==> config.mk <==
export PLATFORM = sky130hd
export DESIGN_NAME = pipe_stage_regs
export DESIGN_NICKNAME = d
export VERILOG_FILES = /design/src/rtl/pipe_stage_regs.sv
export SDC_FILE = /design/constraint.sdc
export NUM_CORES = 1
export LEC_CHECK = 0
export ABC_AREA = 0
export BUFFER_PORTS_ARGS = -buffer_cell sky130_fd_sc_hd__clkbuf_2
export CORE_AREA = 2 2 222 224
export DETAILED_ROUTE_END_ITERATION = 8
export DIE_AREA = 0 0 224 226
export PLACE_DENSITY = 0.66
export SLEW_MARGIN = 20
export SYNTH_ARGS = -nofsm -noshare
export SYNTH_HDL_FRONTEND = slang
export SYNTH_SLANG_ARGS = --single-unit
==> constraint.sdc <==
create_clock -name CLK -period 13.79 [get_ports CLK]
set_input_delay 0 -clock CLK [delete_from_list [all_inputs] [get_ports CLK]]
set_output_delay 0 -clock CLK [all_outputs]
set_load 0.005 [all_outputs]
==> src/rtl/pipe_stage_regs.sv <==
// Inter-stage latch bank for the 5-stage MIPS pipeline (IF/ID, ID/EX, EX/MEM, MEM/WB),
// with its own data-cache stall, sticky halt and saturating stall-cycle counter.
module pipe_stage_regs #(
    parameter int unsigned WORD_W = 32,
    parameter int unsigned CTRL_W = 8,
    parameter int unsigned DATA_W = 96,
    parameter int unsigned CNT_W  = 16
) (
    input  logic              CLK,
    input  logic              RST,
    input  logic              ihit,
    input  logic              dhit,
    input  logic              flush_ID,
    input  logic              flush_EX,
    input  logic              flush_MEM,
    input  logic              enable_ID,
    input  logic              enable_EX,
    input  logic              enable_MEM,
    input  logic [WORD_W-1:0] instr_IF,
    input  logic [CTRL_W-1:0] ctrl_ID,
    input  logic [DATA_W-1:0] data_ID,
    input  logic [WORD_W-1:0] result_EX,
    input  logic [WORD_W-1:0] dmemload_MEM,
    output logic [WORD_W-1:0] instr_ID,
    output logic [WORD_W-1:0] instr_EX,
    output logic [WORD_W-1:0] instr_MEM,
    output logic [WORD_W-1:0] instr_WB,
    output logic [CTRL_W-1:0] ctrl_EX,
    output logic [CTRL_W-1:0] ctrl_MEM,
    output logic [CTRL_W-1:0] ctrl_WB,
    output logic [DATA_W-1:0] data_EX,
    output logic [WORD_W-1:0] result_MEM,
    output logic [WORD_W-1:0] result_WB,
    output logic [WORD_W-1:0] dmemload_WB,
    output logic              RegWr_EX,
    output logic              memWr_EX,
    output logic              RegWr_MEM,
    output logic              memWr_MEM,
    output logic              mem_stall,
    output logic              halted,
    output logic [CNT_W-1:0]  stall_cycles
);

    logic [WORD_W-1:0] r_instr_id;
    logic [WORD_W-1:0] r_instr_ex;
    logic [CTRL_W-1:0] r_ctrl_ex;
    logic [DATA_W-1:0] r_data_ex;
    logic [WORD_W-1:0] r_instr_mem;
    logic [CTRL_W-1:0] r_ctrl_mem;
    logic [WORD_W-1:0] r_result_mem;
    logic [WORD_W-1:0] r_instr_wb;
    logic [CTRL_W-1:0] r_ctrl_wb;
    logic [WORD_W-1:0] r_result_wb;
    logic [WORD_W-1:0] r_dmemload_wb;
    logic              r_halted;
    logic [CNT_W-1:0]  r_stall_cycles;

    logic w_mem_stall;
    logic w_freeze;

    always_comb begin
        w_mem_stall = (r_ctrl_mem[1] | r_ctrl_mem[2]) & ~dhit & ~r_halted;
        w_freeze    = r_halted | w_mem_stall;
    end

    // Flush is tested before enable so a bubble always wins over a hold.
    always_ff @(posedge CLK or posedge RST) begin
        if (RST) begin
            r_instr_id <= '0;
        end else if (!w_freeze) begin
            if (flush_ID) begin
                r_instr_id <= '0;
            end else if (enable_ID) begin
                r_instr_id <= ihit ? instr_IF : '0;
            end
        end
    end

    always_ff @(posedge CLK or posedge RST) begin
        if (RST) begin
            r_instr_ex <= '0;
            r_ctrl_ex  <= '0;
            r_data_ex  <= '0;
        end else if (!w_freeze) begin
            if (flush_EX) begin
                r_instr_ex <= '0;
                r_ctrl_ex  <= '0;
                r_data_ex  <= '0;
            end else if (enable_EX) begin
                r_instr_ex <= r_instr_id;
                r_ctrl_ex  <= ctrl_ID;
                r_data_ex  <= data_ID;
            end
        end
    end

    always_ff @(posedge CLK or posedge RST) begin
        if (RST) begin
            r_instr_mem  <= '0;
            r_ctrl_mem   <= '0;
            r_result_mem <= '0;
        end else if (!w_freeze) begin
            if (flush_MEM) begin
                r_instr_mem  <= '0;
                r_ctrl_mem   <= '0;
                r_result_mem <= '0;
            end else if (enable_MEM) begin
                r_instr_mem  <= r_instr_ex;
                r_ctrl_mem   <= r_ctrl_ex;
                r_result_mem <= result_EX;
            end
        end
    end

    // A stalled memory access must not retire, so WB takes a bubble rather than holding.
    always_ff @(posedge CLK or posedge RST) begin
        if (RST) begin
            r_instr_wb    <= '0;
            r_ctrl_wb     <= '0;
            r_result_wb   <= '0;
            r_dmemload_wb <= '0;
        end else if (!r_halted) begin
            if (w_mem_stall) begin
                r_instr_wb    <= '0;
                r_ctrl_wb     <= '0;
                r_result_wb   <= '0;
                r_dmemload_wb <= '0;
            end else begin
                r_instr_wb    <= r_instr_mem;
                r_ctrl_wb     <= r_ctrl_mem;
                r_result_wb   <= r_result_mem;
                r_dmemload_wb <= dmemload_MEM;
            end
        end
    end

    always_ff @(posedge CLK or posedge RST) begin
        if (RST) begin
            r_halted <= 1'b0;
        end else if (r_ctrl_wb[3]) begin
            r_halted <= 1'b1;
        end
    end

    always_ff @(posedge CLK or posedge RST) begin
        if (RST) begin
            r_stall_cycles <= '0;
        end else if (!r_halted && (w_mem_stall || !enable_ID) && (r_stall_cycles != '1)) begin
            r_stall_cycles <= r_stall_cycles + CNT_W'(1);
        end
    end

    assign instr_ID     = r_instr_id;
    assign instr_EX     = r_instr_ex;
    assign instr_MEM    = r_instr_mem;
    assign instr_WB     = r_instr_wb;
    assign ctrl_EX      = r_ctrl_ex;
    assign ctrl_MEM     = r_ctrl_mem;
    assign ctrl_WB      = r_ctrl_wb;
    assign data_EX      = r_data_ex;
    assign result_MEM   = r_result_mem;
    assign result_WB    = r_result_wb;
    assign dmemload_WB  = r_dmemload_wb;
    assign RegWr_EX     = r_ctrl_ex[0];
    assign memWr_EX     = r_ctrl_ex[1];
    assign RegWr_MEM    = r_ctrl_mem[0];
    assign memWr_MEM    = r_ctrl_mem[1];
    assign mem_stall    = w_mem_stall;
    assign halted       = r_halted;
    assign stall_cycles = r_stall_cycles;

endmodule

==> flow_metrics.tcl <==
set metrics [dict create \
    outcome "completed" \
    vias_per_cell 4.68 \
    path_class "reg2reg" \
    ys_warn_count 0 \
    yosysTopAreaCellShare_pct 59.8 \
    postSynth.asyncResetShare_pct 100 \
    ant_nets 0 \
    ios 576 \
    cellLeakagePower_nw 11.0 \
    avgSynthCellArea_um2 13.4 \
    area_growth_pct 45.4 \
    worst_slew_pin_slew_ps 1020 \
    worstSetupStartpoint "halted$_DFFE_PP0P_" \
    fin_skew_ps 22.0 \
    io_buffers 575 \
    cpPeakStageDelay_ps 860 \
    synth_seq_cells 361 \
    num_antenna_cells 0 \
    hold_depth 4 \
    tns_ps 0 \
    yosysSeqAreaShare_pct 59.8 \
    cts_root_buffer "clkbuf_16" \
    max-slew-margin-rel_pct 32.2 \
    critPathSlowestCell "buf_4" \
    synth_most_common_cell "dfrtp_1" \
    rsz0062_at_grt "false" \
    rrSetupSlack_ps 9550 \
    synth_top_cells_by_count "361 x dfrtp_1, 209 x nor2b_1, 169 x mux2_2" \
    slew_violations 0 \
    syn_nets 1340 \
    initialDrtViolationCount 468 \
    die_h_um 226 \
    grt_pass1_vias 12300 \
    routed_wl_mm 48.0 \
    reg2reg_depth 6 \
    num_rows 81 \
    hp-class "in2reg" \
    dp_slack_ps 9540 \
    clockBufferDepth 3 \
    cts_tree "yes" \
    grt_pass1_wl_mm 71.8 \
    syn_inst 1129 \
    firstDrtPassIters 4 \
    maxCapViolCount 0 \
    clock_latency_ps 550 \
    r2r_start "halted$_DFFE_PP0P_" \
    period_share_pct 30.8 \
    startpoint_type "flip-flop" \
    utilization_pct 45.4 \
    timing.rr.end "instr_EX[3]$_DFFE_PP0P_" \
    synth_area_um2 15100 \
    cp_common_cell "buf_4" \
    synth.area.top_cells "dfrtp_1 60%, mux2_2 13%, nor2b_1 8.7%" \
    arrival_ps 4670 \
    cts.sinks 361 \
    drc 0 \
    vias 11900 \
    overflow 0 \
    setup_viol 0 \
    grt_max_degree 165 \
    finalNetCount 2100 \
    cp_cell_sequence "inv_1 > and2_4 > o21a_4 > buf_4 > buf_4 > mux2_2" \
    end_kind "flip-flop" \
    htree_levels 2 \
    vdd_drop_max_mv 0.103 \
    post_drt_wl_per_cell_um 18.9 \
    cts_resized 0 \
    layout-drive-gt1-share_pct 45.2 \
    yosysUniqueCellTypes 37 \
    power_density_nw_per_um2 189 \
    dp_hpwl_mm 31.2 \
    critPathRequiredTime_ps 14220 \
    setup_slack_ps 9550 \
    path_clk_slew_ps 60 \
    synth-main-ff-cell "dfrtp_1" \
    core_area_um2 48300 \
    setup.worst_path.end "instr_EX[3]$_DFFE_PP0P_" \
    critPathMaxFanout 73 \
    grt_usage_pct 18.2 \
    hold_viol_final 0 \
    period_needed_ps 4240 \
    synth_top_cell_by_area "dfrtp_1" \
    routabilityCongestion 0.834 \
    clock.fmax_ghz 0.236 \
    dieWidth_um 224 \
    cts_buffers 41 \
    fp.dieArea_um2 50600 \
    initial_core_util_pct 31.2 \
    antenna_found_initial 3 \
    synth-edff-count 0 \
]
==> layout by cell type (no fill, tap or decap), types with 9 or more instances in the layout <==
master / Yosys / layout
clkinv_2: 0 / 9
nor2b_1: 209 / 208
dfrtp_1: 361 / 360
nand2_1: 70 / 70
mux2_2: 169 / 169
dlygate4sd3_1: 0 / 216
buf_4: 20 / 11
clkbuf_2: 1 / 573
clkbuf_1: 47 / 9
a22o_1: 102 / 102
nand4_1: 9 / 9
o21ai_0: 34 / 34
clkbuf_16: 0 / 43
mux2_4: 40 / 40
==> per-layer routing <==
layer  share of wire [%]  track usage [%]  vias to the layer above  wire length (µm)
li1                    -                -                     5418                 -
met1                  39             20.9                     5916             18900
met2                  51             32.2                      455             24300
met3                 6.7             4.76                       98              3210
met4                 3.2             7.10                        4              1540
met5               0.038                0                        -                18
==> sequential cells by signal, summed over array words and instances (netlist names) <==
signal        count
data_EX          96
result_WB        32
halted            1
instr_MEM        32
instr_WB         32
dmemload_WB      32
instr_ID         32
ctrl_WB           8
stall_cycles     16
ctrl_MEM          8
result_MEM       32
ctrl_EX           8
instr_EX         32
==> cell type report <==
| type | count | area, µm² |
|---|---|---|
| Fill cell | 4313 | 26400 |
| Timing Repair Buffer | 801 | 5130 |
| Inverter | 2 | 15.0 |
| Clock buffer | 58 | 1190 |
| Tap cell | 622 | 778 |
| Multi-Input combinational cell | 682 | 5620 |
| Clock inverter | 15 | 183 |
| Sequential cell | 361 | 9040 |
==> cell families (layout without fill, tap and decap cells) <==
group | after synthesis | after routing | synth area share (%)
flip-flops | 361 | 361 | 59.8
AND/OR/NAND/NOR | 314 | 314 | 11.9
multiplexers | 209 | 209 | 16.6
AO/OA/AOI/OAI | 143 | 143 | 7.58
buffers and inverters | 86 | 876 | 3.14
XOR/XNOR | 15 | 15 | 0.870
adder cells (fa/ha/maj) | 1 | 1 | 0.0829
==> per-stage QoR <==
| stage | total power, mW | hold slack (ps) | instances | cell area, µm² |
|---|---|---|---|---|
| floorplan | 2.32 | 133 | 1129 | 15100 |
| global placement | 2.96 | 226 | 2252 | 18400 |
| detailed placement | 3.00 | 221 | 2252 | 18400 |
| CTS | 4.19 | 0.265 | 2541 | 22000 |
| global route | 4.38 | 28.6 | 2541 | 22000 |
| finish | 4.16 | 28.1 | 2541 | 22000 |
==> where the power goes <==
part           internal [mW]  switching, mW
Clock                  0.677          0.438
Sequential              1.48          0.332
Combinational          0.727          0.504
==> worst min-delay path by stage <==
| stage | from | endpoint | slack (ps) |
|---|---|---|---|
| 2_1_floorplan | dmemload_MEM[0] | dmemload_WB[0]$_DFFE_PP0N_ | 130 |
| 3_3_place_gp | instr_IF[9] | instr_ID[9]$_DFFE_PP0P_ | 230 |
| 3_5_place_dp | dmemload_MEM[14] | dmemload_WB[14]$_DFFE_PP0N_ | 220 |
| 4_1_cts | ihit | instr_ID[12]$_DFFE_PP0P_ | 0.3 |
| 5_1_grt | ihit | instr_ID[9]$_DFFE_PP0P_ | 30 |
| 6_report | ihit | instr_ID[19]$_DFFE_PP0P_ | 30 |
==> worst max-delay path, delay by kind of cell (launching register included) <==
kind	cells	cell delay [ps]
multiplexers	1	430
AO/OA/AOI/OAI	1	350
flip-flops	1	770
buffers and inverters	3	1800
AND/OR/NAND/NOR	1	580
==> repair_timing <==
item | 4_1_cts | 5_1_grt
setup endpoints to repair | 0 | 0
hold endpoints to repair | 332 | 0
buffers inserted | 0 | 0
hold buffers | 216 | 0
(Power assumes the default switching activity.)
